<file path="src/rtl/apb3_slave_regfile.sv">
// APB3 completer: NREGS read/write registers plus a read-only transfer counter.
// Optional wait states are built when APB_SLV_WAIT_EN is defined.
module apb3_slave_regfile #(
   parameter int DSIZE       = 32,
   parameter int AW          = 12,
   parameter int NREGS       = 16,
   parameter int WAIT_CYCLES = 2
) (
   input  logic             pclk,
   input  logic             prst_n,
   input  logic             psel,
   input  logic             penable,
   input  logic             pwrite,
   input  logic [AW-1:0]    paddr,
   input  logic [DSIZE-1:0] pwdata,
   output logic [DSIZE-1:0] prdata,
   output logic             pready,
   output logic             pslverr
);

   localparam int LP_XW = AW - 2;
   localparam int LP_IW = (NREGS > 1) ? $clog2(NREGS) : 1;
   localparam logic [LP_XW-1:0] LP_CNT_IDX = LP_XW'(NREGS);

   typedef enum logic [1:0] {
      S_IDLE   = 2'd0,
      S_WAIT   = 2'd1,
      S_ACCESS = 2'd2
   } state_t;

   state_t           r_state;
   state_t           w_state_nxt;
   logic             r_pready;
   logic [DSIZE-1:0] r_prdata;
   logic             r_pslverr;
   logic             w_pready_nxt;
   logic [DSIZE-1:0] w_prdata_nxt;
   logic             w_pslverr_nxt;
   logic             w_commit;

   logic [DSIZE-1:0] r_regs [NREGS];
   logic [DSIZE-1:0] r_xfer_cnt;

   logic [LP_IW-1:0] r_widx;
   logic             r_write;
   logic [DSIZE-1:0] r_wdata;
   logic             r_is_reg;

   logic [LP_XW-1:0] w_idx;
   logic             w_aligned;
   logic             w_dec_reg;
   logic             w_dec_cnt;
   logic             w_dec_err;
   logic [DSIZE-1:0] w_dec_rdata;
   logic             w_setup;

   assign prdata  = r_prdata;
   assign pready  = r_pready;
   assign pslverr = r_pslverr;

   // Address decode works on the live bus so the setup cycle can latch its result
   assign w_idx       = paddr[AW-1:2];
   assign w_aligned   = (paddr[1:0] == 2'b00);
   assign w_dec_reg   = w_aligned && (w_idx < LP_CNT_IDX);
   assign w_dec_cnt   = w_aligned && (w_idx == LP_CNT_IDX);
   assign w_dec_err   = ~(w_dec_reg | (w_dec_cnt & ~pwrite));
   assign w_dec_rdata = pwrite    ? '0 :
                        w_dec_reg ? r_regs[w_idx[LP_IW-1:0]] :
                        w_dec_cnt ? r_xfer_cnt : '0;
   assign w_setup     = (r_state == S_IDLE) & psel & ~penable;

`ifdef APB_SLV_WAIT_EN
   localparam int LP_WCW = (WAIT_CYCLES > 1) ? $clog2(WAIT_CYCLES + 1) : 1;

   logic [LP_WCW-1:0] r_wcnt;
   logic [LP_WCW-1:0] w_wcnt_nxt;
   logic [DSIZE-1:0]  r_rd_hold;
   logic              r_err;

   always_ff @(posedge pclk or negedge prst_n) begin
      if (!prst_n) begin
         r_wcnt <= '0;
      end else begin
         r_wcnt <= w_wcnt_nxt;
      end
   end

   // Read data is captured at setup so a stalled read returns the setup-time value
   always_ff @(posedge pclk) begin
      if (w_setup) begin
         r_rd_hold <= w_dec_rdata;
         r_err     <= w_dec_err;
      end
   end
`else
   logic w_unused_wait;
   assign w_unused_wait = (WAIT_CYCLES != 0);
`endif

   always_comb begin
      w_state_nxt   = r_state;
      w_pready_nxt  = 1'b0;
      w_prdata_nxt  = '0;
      w_pslverr_nxt = 1'b0;
      w_commit      = 1'b0;
`ifdef APB_SLV_WAIT_EN
      w_wcnt_nxt    = r_wcnt;
`endif
      case (r_state)
         S_IDLE: begin
            if (w_setup) begin
`ifdef APB_SLV_WAIT_EN
               if (WAIT_CYCLES > 0) begin
                  w_state_nxt = S_WAIT;
                  w_wcnt_nxt  = LP_WCW'(WAIT_CYCLES);
               end else begin
                  w_state_nxt   = S_ACCESS;
                  w_pready_nxt  = 1'b1;
                  w_prdata_nxt  = w_dec_rdata;
                  w_pslverr_nxt = w_dec_err;
               end
`else
               w_state_nxt   = S_ACCESS;
               w_pready_nxt  = 1'b1;
               w_prdata_nxt  = w_dec_rdata;
               w_pslverr_nxt = w_dec_err;
`endif
            end
         end
`ifdef APB_SLV_WAIT_EN
         S_WAIT: begin
            if (!psel) begin
               w_state_nxt = S_IDLE;
            end else if (r_wcnt == LP_WCW'(1)) begin
               w_state_nxt   = S_ACCESS;
               w_pready_nxt  = 1'b1;
               w_prdata_nxt  = r_rd_hold;
               w_pslverr_nxt = r_err;
            end else begin
               w_wcnt_nxt = r_wcnt - LP_WCW'(1);
            end
         end
`endif
         S_ACCESS: begin
            w_state_nxt = S_IDLE;
            w_commit    = psel & penable;
         end
         default: begin
            w_state_nxt = S_IDLE;
         end
      endcase
   end

   always_ff @(posedge pclk or negedge prst_n) begin
      if (!prst_n) begin
         r_state   <= S_IDLE;
         r_pready  <= 1'b0;
         r_prdata  <= '0;
         r_pslverr <= 1'b0;
      end else begin
         r_state   <= w_state_nxt;
         r_pready  <= w_pready_nxt;
         r_prdata  <= w_prdata_nxt;
         r_pslverr <= w_pslverr_nxt;
      end
   end

   always_ff @(posedge pclk) begin
      if (w_setup) begin
         r_widx   <= w_idx[LP_IW-1:0];
         r_write  <= pwrite;
         r_wdata  <= pwdata;
         r_is_reg <= w_dec_reg;
      end
   end

   // Errored transfers still count; only legal RW targets accept write data
   always_ff @(posedge pclk or negedge prst_n) begin
      if (!prst_n) begin
         for (int i = 0; i < NREGS; i++) begin
            r_regs[i] <= '0;
         end
         r_xfer_cnt <= '0;
      end else if (w_commit) begin
         r_xfer_cnt <= r_xfer_cnt + DSIZE'(1);
         if (r_write && r_is_reg) begin
            r_regs[r_widx] <= r_wdata;
         end
      end
   end

endmodule

</file>
<file path="config.mk">
export PLATFORM = sky130hd
export DESIGN_NAME = apb3_slave_regfile
export DESIGN_NICKNAME = d
export VERILOG_FILES = /design/src/rtl/apb3_slave_regfile.sv
export SDC_FILE = /design/constraint.sdc
export NUM_CORES = 1
export LEC_CHECK = 0
export ABC_AREA = 1
export BUFFER_PORTS_ARGS = -buffer_cell sky130_fd_sc_hd__buf_2
export CELL_PAD_IN_SITES_DETAIL_PLACEMENT = 0
export CELL_PAD_IN_SITES_GLOBAL_PLACEMENT = 1
export CORE_MARGIN = 8
export CORE_UTILIZATION = 47
export DETAILED_ROUTE_END_ITERATION = 12
export PLACE_DENSITY_LB_ADDON = 0.1
export SLEW_MARGIN = 0
export SYNTH_ARGS = -nofsm -noshare
export SYNTH_HDL_FRONTEND = slang
export SYNTH_SLANG_ARGS = --single-unit
</file>
<file path="constraint.sdc">
create_clock -name pclk -period 4.5 [get_ports pclk]
set_input_delay 0.9 -clock pclk [delete_from_list [all_inputs] [get_ports pclk]]
set_output_delay 0.9 -clock pclk [all_outputs]
set_load 0.02 [all_outputs]
</file>
==> metrics.md <==
| Metric | Value |
|---|---|
| Status | finished clean |
| Pwr Density | 398 nW/um^2 |
| First-pass GRT wire length | roughly 140000 um |
| Ant diodes | 0 |
| Vias per inst | ~5.6 |
| Cell mode on critical path | nand3_1 |
| Iteration-0 DRC Markers | 2539 |
| Clock Latency Late Sink | 0.59 ns |
| Final Hold Violating Endpoints | 0 |
| Worst vdd ir | between 200 and 300 uV |
| Post-route insts no fill | 4139 |
| Min Tclk post-route | 2.68 ns |
| Vias in the first global route | 21900 |
| Crit path kind | input port to flop |
| Post-Syn Instances | 3357 |
| Max FFs per register | 512 |
| Worst-path maximum fanout | 56 |
| LEAKAGE | around 14 nW |
| Worst-path clk slew | about 0.06 ns |
| Hold buffers post-CTS | 0 |
| Count of final setup violators | 0 |
| Worst Hold Class | input port to asynchronous set/reset pin |
| Synth unique cells | 26 |
| Starting density of the core | 47.5% |
| Yosys warnings | 0 |
| DR WL/cell | approximately 22 um |
| Worst Setup SP | paddr[3] |
| Rows | 88 |
| Delay-heaviest family, CP | buffers and inverters |
| Residual DRC | 0 |
| Gr ovfl total | 0 |
| CTS Buf Count | 71 |
| GR Util All Layers | 26.9% |
| CP Data Arrival Time | 3.17 ns |
| Synthesized area per cell | 8.16 sq um |
| Commonest non-fill, non-tap cell in the layout | nand2_1 |
| Max incr delay on CP | ~0.7 ns |
| Final Power | about 12 mW |
| Final estimated routing congestion in global placement | 0.893 |
| Max Cap Viol | 0 |
| Die area | 66200 sq um |
| Top reg by flops | r_regs |
| Largest net degree at the start of global routing | about 130 |
| Cells after DPL | 4014 |
| Startpoint types | input port |
| Worst hold slack | between 0.3 and 0.4 ns |
| Clock Sinks | slightly above 600 |
| Pre-Repair DR Iteration Count | 6 |
| Die span in x | 257 um |
| Setup TNS | 0 ns |
| Buffers plus inverters on the worst setup path | 3 |
| H-tree levels | 3 |
| WL met2 | between 30000 and 40000 um |
| Worst Tran Pin Value | approximately 1.0 ns |
| Slowest cell on the critical path | buf_4 |
| Layout cells sized above 1 | 7.82% |
| Met1 Routed Length | 42000 um |
| Routed WL | 89400 um |
| IO Count | 83 |
| WP data required | about 5 ns |
| CTS root buf | clkbuf_16 |
| Setup bufs post-CTS | 0 |
| R2r startpoint | r_state[1]$_DFFE_PN0P_ |
| Max-slew headroom | a little under a third |
| Max clock buf depth | 3 |
| Synth Register Bits | 617 |
| Nets | 3372 |
| Most frequent cells in the layout | nand2_1 (1321), dfrtp_1 (579), o21ai_0 (499), nand3_1 (378), inv_1 (113) |
| Synthesized cell area | 27400 sq um |
| CP Capture Type | flop |
| Post-cts sizing count | 0 |
| Fmax | between 300 and 400 MHz |
| RSZ-0062 raised after global routing | false |
| Vias | around 23000 |
| Final cycle utilization of the critical path | between 50% and 60% |
| Top layer in use | met4 |
| CTS tree | done |
| Clock Skews | 0.0158 ns |
| DRT antenna net count | 0 |
| Final core occ | 53.4% |
| Core area | slightly below 60000 sq um |
| Cell breakdown of the critical path | buf_4 -> inv_4 -> buf_12 -> nand3_1 -> nand3_1 -> nand3_1 -> nand2_1 -> a21oi_1 |
| Syn_nets | between 3000 and 4000 |
| Met3 wire len | 6870 um |
| Max-slew violation total from the final report | 0 |
| Area growth syn-to-layout | 12.5% |
| Port Buffers | 82 |
| Initial antenna violation count | 2 |
| Seq/Total Area, Yosys | 57.1% |
| Die Span Y | between 200 and 300 um |
| DP Wirelength | 49600 um |
-- stage by stage --
stage | instance area [sq um] | worst slack, ns
3_5_place_dp | 28500 | 1.30
6_report | 30800 | 1.82
5_1_grt | 30800 | 1.73
4_1_cts | 30800 | 1.91
3_3_place_gp | 28500 | 1.27
2_1_floorplan | 27400 | 0.369
-- cell families (layout without fill, tap and decap cells) --
kind of cell / Yosys count / in the layout / synth area share [%]
and+or+nand+nor: 1784 / 1784 / 26.8
DFF: 617 / 617 / 57.1
AOI/OAI and AO/OA: 576 / 576 / 10.5
buffers and inverters: 360 / 377 / 4.94
xor gates and xnor gates: 19 / 19 / 0.608
adders and majority gates: 1 / 1 / 0.0457
-- layout make-up --
| cell class | instances | area (sq um) |
|---|---|---|
| Timing Repair Buffer | 134 | 985 |
| Clock buffer | 104 | 2050 |
| Multi-Input combinational cell | 2380 | 10500 |
| Fill cell | 5559 | 26900 |
| Tap cell | 765 | 957 |
| Inverter | 118 | 450 |
| Sequential cell | 617 | 15600 |
| Clock inverter | 21 | 254 |
-- cells in the mapped netlist --
master    count  area (sq um)
nor3_1       11          55.1
clkinv_1      2          7.51
a21oi_1      33           165
buf_1         7          26.3
nor2_2        2          12.5
xnor2_1       1          8.76
nand4_2       4          50.1
nand3_1     378          1890
xor2_1       18           158
dfrtp_1     579         14500
nand2_1    1325          4970
edfxtp_1     38          1140
o21ai_1      43           215
inv_2         1          3.75
nand3_4       1          17.5
o21ai_0     499          2500
inv_1       115           432
nand2_2       8          50.1
nor2_1       39           146
nor3_4        3          48.8
nor2_4        1          11.3
nand4_1      10          62.6
clkbuf_1    235           882
ha_1          1          12.5
nor4_1        2          12.5
o211ai_1      1          7.51
-- metal layers --
layer	track usage, %	vias to the layer above
met5	0	-
met4	7.25	0
met3	3.48	132
met2	39.5	920
met1	41.4	11300
li1	-	10800
-- where the power goes --
group | switching, mW | internal (mW) | total [mW] | leakage (nW)
registers | 0.0673 | 5.69 | 5.76 | 8.36
logic | 0.564 | 0.186 | 0.750 | 4.74
clock network | 2.26 | 3.49 | 5.75 | 1.14
total | 2.89 | 9.37 | 12.3 | 14.2
-- final timing paths --
check	slack, ns	to	cells after the start
max	1.82	prdata[30]$_DFF_PN0_	8
min	0.39	r_regs[363]$_DFFE_PN0P_	1
max reg2reg	2.02	r_regs[442]$_DFFE_PN0P_	8
min reg2reg	0.47	r_xfer_cnt[30]$_DFFE_PN0P_	2
max in group asynchronous	2.83	prdata[24]$_DFF_PN0_	2
min in group pclk	0.47	r_xfer_cnt[30]$_DFFE_PN0P_	2
(Power assumes the default switching activity.)
